--- src/rtl/cpu_irq_responder.sv ---
// Core-side interrupt responder: waits for an instruction boundary, saves the return PC,
// redirects fetch to the ISR, acknowledges the controller and restores state on eret.
module cpu_irq_responder #(
   parameter int                NUM_IRQS = 16,
   parameter int                ID_W     = $clog2(NUM_IRQS),
   parameter int                PC_W     = 32,
   parameter logic [PC_W-1:0]   VEC_BASE = 32'h0000_0100
) (
   input  logic              clk,
   input  logic              rst_n,
   input  logic              int_req,
   input  logic [ID_W-1:0]   int_id,
   input  logic [7:0]        int_vector,
   output logic              ack,
   input  logic              gie_set,
   input  logic              gie_clr,
   output logic              gie,
   input  logic              boundary,
   input  logic [PC_W-1:0]   cur_pc,
   output logic              stall_req,
   output logic              redirect,
   output logic [PC_W-1:0]   redirect_pc,
   input  logic              eret,
   output logic              in_isr,
   output logic [ID_W-1:0]   cur_id,
   output logic [PC_W-1:0]   epc,
   output logic [15:0]       lat_last
);

   localparam logic [2:0] S_IDLE     = 3'd0;
   localparam logic [2:0] S_WAIT     = 3'd1;
   localparam logic [2:0] S_REDIRECT = 3'd2;
   localparam logic [2:0] S_ACK      = 3'd3;
   localparam logic [2:0] S_ISR      = 3'd4;
   localparam logic [2:0] S_RETURN   = 3'd5;

   logic [2:0]       r_state;
   logic             r_gie;
   logic             r_saved_gie;
   logic [15:0]      r_lat_cnt;
   logic [15:0]      r_lat_last;
   logic [PC_W-1:0]  r_epc;
   logic [PC_W-1:0]  r_redirect_pc;
   logic [ID_W-1:0]  r_cur_id;
   logic             r_ack;
   logic             r_stall;
   logic             r_redirect;
   logic             r_in_isr;

   logic [2:0]       w_state_nxt;
   logic             w_gie_nxt;
   logic             w_saved_gie_nxt;
   logic [15:0]      w_lat_cnt_nxt;
   logic [15:0]      w_lat_inc;
   logic [PC_W-1:0]  w_vec_pc;
   logic             w_take;
   logic             w_ret;

   // Clear beats set when both CSR writes land in the same cycle.
   function automatic logic csr_apply(input logic cur, input logic set, input logic clr);
      if (clr) begin
         return 1'b0;
      end else if (set) begin
         return 1'b1;
      end else begin
         return cur;
      end
   endfunction

   assign w_lat_inc = (r_lat_cnt == 16'hFFFF) ? 16'hFFFF : (r_lat_cnt + 16'd1);
   assign w_vec_pc  = VEC_BASE + {{(PC_W-8){1'b0}}, int_vector};

   // Next-state, global-enable and latency-counter decode.
   always_comb begin
      w_state_nxt     = r_state;
      w_gie_nxt       = r_gie;
      w_saved_gie_nxt = r_saved_gie;
      w_lat_cnt_nxt   = r_lat_cnt;
      w_take          = 1'b0;
      w_ret           = 1'b0;
      case (r_state)
         S_IDLE: begin
            w_gie_nxt = csr_apply(r_gie, gie_set, gie_clr);
            if (int_req && r_gie) begin
               w_state_nxt   = S_WAIT;
               w_lat_cnt_nxt = 16'd0;
            end else begin
               w_state_nxt   = S_IDLE;
            end
         end
         S_WAIT: begin
            w_lat_cnt_nxt = w_lat_inc;
            if (gie_clr || !int_req) begin
               w_state_nxt = S_IDLE;
               w_gie_nxt   = csr_apply(r_gie, gie_set, gie_clr);
            end else if (boundary) begin
               w_state_nxt     = S_REDIRECT;
               w_take          = 1'b1;
               w_saved_gie_nxt = csr_apply(r_gie, gie_set, gie_clr);
               w_gie_nxt       = 1'b0;
            end else begin
               w_gie_nxt   = csr_apply(r_gie, gie_set, gie_clr);
            end
         end
         // While servicing, CSR writes target the value restored on return.
         S_REDIRECT: begin
            w_state_nxt     = S_ACK;
            w_saved_gie_nxt = csr_apply(r_saved_gie, gie_set, gie_clr);
            w_gie_nxt       = 1'b0;
         end
         S_ACK: begin
            w_state_nxt     = S_ISR;
            w_saved_gie_nxt = csr_apply(r_saved_gie, gie_set, gie_clr);
            w_gie_nxt       = 1'b0;
         end
         S_ISR: begin
            w_saved_gie_nxt = csr_apply(r_saved_gie, gie_set, gie_clr);
            w_gie_nxt       = 1'b0;
            if (eret) begin
               w_state_nxt = S_RETURN;
               w_ret       = 1'b1;
            end else begin
               w_state_nxt = S_ISR;
            end
         end
         S_RETURN: begin
            w_state_nxt = S_IDLE;
            w_gie_nxt   = csr_apply(r_saved_gie, gie_set, gie_clr);
         end
         default: begin
            w_state_nxt = S_IDLE;
            w_gie_nxt   = 1'b0;
         end
      endcase
   end

   // State, enable and latency registers.
   always_ff @(posedge clk or negedge rst_n) begin
      if (!rst_n) begin
         r_state     <= S_IDLE;
         r_gie       <= 1'b0;
         r_saved_gie <= 1'b0;
         r_lat_cnt   <= 16'd0;
      end else begin
         r_state     <= w_state_nxt;
         r_gie       <= w_gie_nxt;
         r_saved_gie <= w_saved_gie_nxt;
         r_lat_cnt   <= w_lat_cnt_nxt;
      end
   end

   // Captured context: written on take, redirect target reloaded on eret, held otherwise.
   always_ff @(posedge clk or negedge rst_n) begin
      if (!rst_n) begin
         r_epc         <= {PC_W{1'b0}};
         r_cur_id      <= {ID_W{1'b0}};
         r_redirect_pc <= {PC_W{1'b0}};
         r_lat_last    <= 16'd0;
      end else if (w_take) begin
         r_epc         <= cur_pc;
         r_cur_id      <= int_id;
         r_redirect_pc <= w_vec_pc;
         r_lat_last    <= w_lat_inc;
      end else if (w_ret) begin
         r_redirect_pc <= r_epc;
      end
   end

   // Strobes registered from the next state so they align with the state they describe.
   always_ff @(posedge clk or negedge rst_n) begin
      if (!rst_n) begin
         r_ack      <= 1'b0;
         r_stall    <= 1'b0;
         r_redirect <= 1'b0;
         r_in_isr   <= 1'b0;
      end else begin
         r_ack      <= (w_state_nxt == S_ACK);
         r_stall    <= (w_state_nxt == S_WAIT);
         r_redirect <= (w_state_nxt == S_REDIRECT) || (w_state_nxt == S_RETURN);
         r_in_isr   <= (w_state_nxt == S_REDIRECT) || (w_state_nxt == S_ACK) ||
                       (w_state_nxt == S_ISR)      || (w_state_nxt == S_RETURN);
      end
   end

   assign ack         = r_ack;
   assign gie         = r_gie;
   assign stall_req   = r_stall;
   assign redirect    = r_redirect;
   assign redirect_pc = r_redirect_pc;
   assign in_isr      = r_in_isr;
   assign cur_id      = r_cur_id;
   assign epc         = r_epc;
   assign lat_last    = r_lat_last;

endmodule

--- config.mk ---
export PLATFORM = sky130hd
export DESIGN_NAME = cpu_irq_responder
export DESIGN_NICKNAME = d
export VERILOG_FILES = /design/src/rtl/cpu_irq_responder.sv
export SDC_FILE = /design/constraint.sdc
export NUM_CORES = 1
export LEC_CHECK = 0
export ABC_CLOCK_PERIOD_IN_PS = 4280
export BUFFER_PORTS_ARGS = -buffer_cell sky130_fd_sc_hd__buf_2
export CORE_MARGIN = 10
export CORE_UTILIZATION = 40
export DETAILED_ROUTE_END_ITERATION = 7
export GPL_TIMING_DRIVEN = 0
export PLACE_DENSITY = 0.6
export SETUP_SLACK_MARGIN = 0.1
export SKIP_CTS_REPAIR_TIMING = 1
export SYNTH_ARGS = -nofsm -noshare
export SYNTH_HDL_FRONTEND = slang
export SYNTH_SLANG_ARGS = --single-unit
--- constraint.sdc ---
create_clock -name clk -period 4.28 [get_ports clk]
set_input_delay 0.642 -clock clk [delete_from_list [all_inputs] [get_ports clk]]
set_output_delay 0.642 -clock clk [all_outputs]
set_load 0.05 [all_outputs]
==> run metrics <==
status complete, no violations; Worst path slowest cell clkbuf_1; crit-path max cell delay 490 ps; Post-synth top cells 172 x nand2_1, 109 x dfrtp_1, 31 x o311ai_0, 28 x clkbuf_1; Clk Tree Root Cell clkbuf_16; Final Cycle Share 0.525; Port Buf Inserts 139; Clock Latency Late Sink between 300 and 400 ps; Seq cells post-synth 109; wl on met1 7050 microns; Via Count 5063; pin count of the biggest net entering global routing 63; number of flops mapped to enable cells by yosys 0; Synth cell types 56; DRC 0; CTS tree built; area leader, netlist dfrtp_1; Bufs and invs on worst path 3; Setup TNS Final 0 ps; first-pass GRT wire length 26600 microns; slew at the pin with the worst max-slew slack 821 ps; Final Setup Violations 0; initial antenna violation count 2; Die W 136 microns; Synth Flop Type dfrtp_1; Worst-path clk slew 70 ps; total CTS buffers 9; # diodes 0; post-synth top area share 0.508; DR WL/cell 18.1 microns; register area share after synthesis 0.508; Max Cap Violations 0; global-route usage over all layers 0.180; Hold Path Class input port to async pin; layout cells sized above 1 0.250; Post-synth ARST share 1.00; crit-path max FO 10; Top Layer Used met5; final core utilization 0.501; type of origin of the critical path flip-flop; Final Hold Fails 0; Mapped Area 5370 sq um; GRT overflow 0; synthesized net count 641; DR WL met2 ~8000 microns; CP Capture Type flip-flop; worst path cell trace nor2_1, and4b_1, buf_2, clkbuf_1, clkbuf_1, nor3_1; drt first-iter violations 370; Die ar. 18500 sq um; met3 wire length approximately 1100 microns; WL final 16600 microns; num rows 42; antenna viol nets, final 0; Detailed Routing Iterations Pass 1 4; CTS sink cnt 109; RSZ-0062 raised after global routing false; P per Cell Area 820 nW/um^2; Nets 792; Worst Clk Skew about 9 ps; CTS max path bufs 2; Layout area overhead 23.1%; post-route cell area 6610 sq um; total power 5410 uW; core area 13200 sq um; Placer Congestion ~0.85; critical path class flip-flop to flip-flop; cell mode on critical path clkbuf_1; HPWL Detailed 12200 microns; fmax 0.445 GHz; Initial Util 0.407; Largest delay share family, worst path buffers and inverters; DR vias/cell 5.50; worst vdd ir 0.000384 V; Boundary Pins 140; Die Y-Extent 136 microns; top area cells in the synthesized netlist dfrtp_1 51%, nand2_1 12%, o311ai_0 5.1%; area post-placement around 6300 sq um; Warnings, synthesis 0; Mean Syn Cell Area 9.11 sq um; pins over their slew limit 0; vias in the first global route just over 5k; H-tree depth 3; crit path DAT 2470 ps; CP required 4500 ps; post-layout min period roughly 2200 ps; relative slew slack 0.452; leakage 0.00315 uW; most frequent cell after synthesis nand2_1; Post-Synthesis Cells 589
## layout make-up
type | count | area, sq um
clock buffers | 11 | 233
plain buffers | 58 | 274
multi-input cells | 409 | 2320
repair buffers | 140 | 726
flip-flops and latches | 109 | 2730
clock inverters | 5 | 60.1
inverters | 13 | 48.8
well taps | 176 | 220
fillers | 1287 | 6580
## where the power goes
| part | total [uW] | internal [uW] | switching [uW] |
|---|---|---|---|
| combinational | 2850 | 665 | 2180 |
| clock | 846 | 457 | 389 |
| sequential | 1720 | 1430 | 293 |
## stage by stage
step	setup WS, ps	cells	hold WS, ps
6_report	2030	921	309
3_5_place_dp	1860	905	461
5_1_grt	1820	921	359
3_3_place_gp	1250	904	453
2_1_floorplan	2370	589	346
4_1_cts	2030	921	333
## registers in the layout, summed over array words and instances, names as in the netlist
name and flops:
epc 32, redirect_pc 32, lat_last 16, r_lat_cnt 16, cur_id 4, r_state 3, ack 1, gie 1
in_isr 1, r_saved_gie 1, redirect 1, stall_req 1
## kinds of logic after synthesis
group,Yosys count,share of synthesized area
mux,2,0.00373
simple gates,263,0.220
buf+inv,71,0.0601
flops,109,0.508
xor+xnor,10,0.0163
compound gates,133,0.189
fa+ha+maj,1,0.00233
## layer usage
layer / GRT usage / vias up
li1: - / 2418
met1: 0.222 / 2467
met2: 0.289 / 137
met3: 0.0454 / 37
met4: 0.0885 / 4
met5: 0 / -
## worst paths after layout
check | depth (start not counted) | from | slack (ps) | end
worst min-delay path | 1 | rst_n | 310 | epc[6]
min in group clk | 3 | cur_pc[24] | 460 | epc[24]
max in group asynchronous | 2 | rst_n | 3240 | redirect_pc[12]
worst max-delay path | 6 | r_state[1] | 2030 | r_lat_cnt[12]
worst min register to register | 2 | cur_id[3] | 480 | cur_id[3]
worst max register to register | 6 | r_state[1] | 2030 | r_lat_cnt[12]
## placed cells by master (no fill, tap or decap), types with 13 or more instances in the layout
| master | instances |
|---|---|
| nand2_1 | 172 |
| buf_2 | 157 |
| dfrtp_1 | 109 |
| o311ai_0 | 31 |
| clkbuf_1 | 30 |
| nor2_1 | 24 |
| o211ai_1 | 24 |
| nand3_1 | 17 |
| a211oi_1 | 15 |
| nand4_1 | 15 |
| a31oi_1 | 14 |
| inv_1 | 13 |
Power figures use the tool's default switching activity.
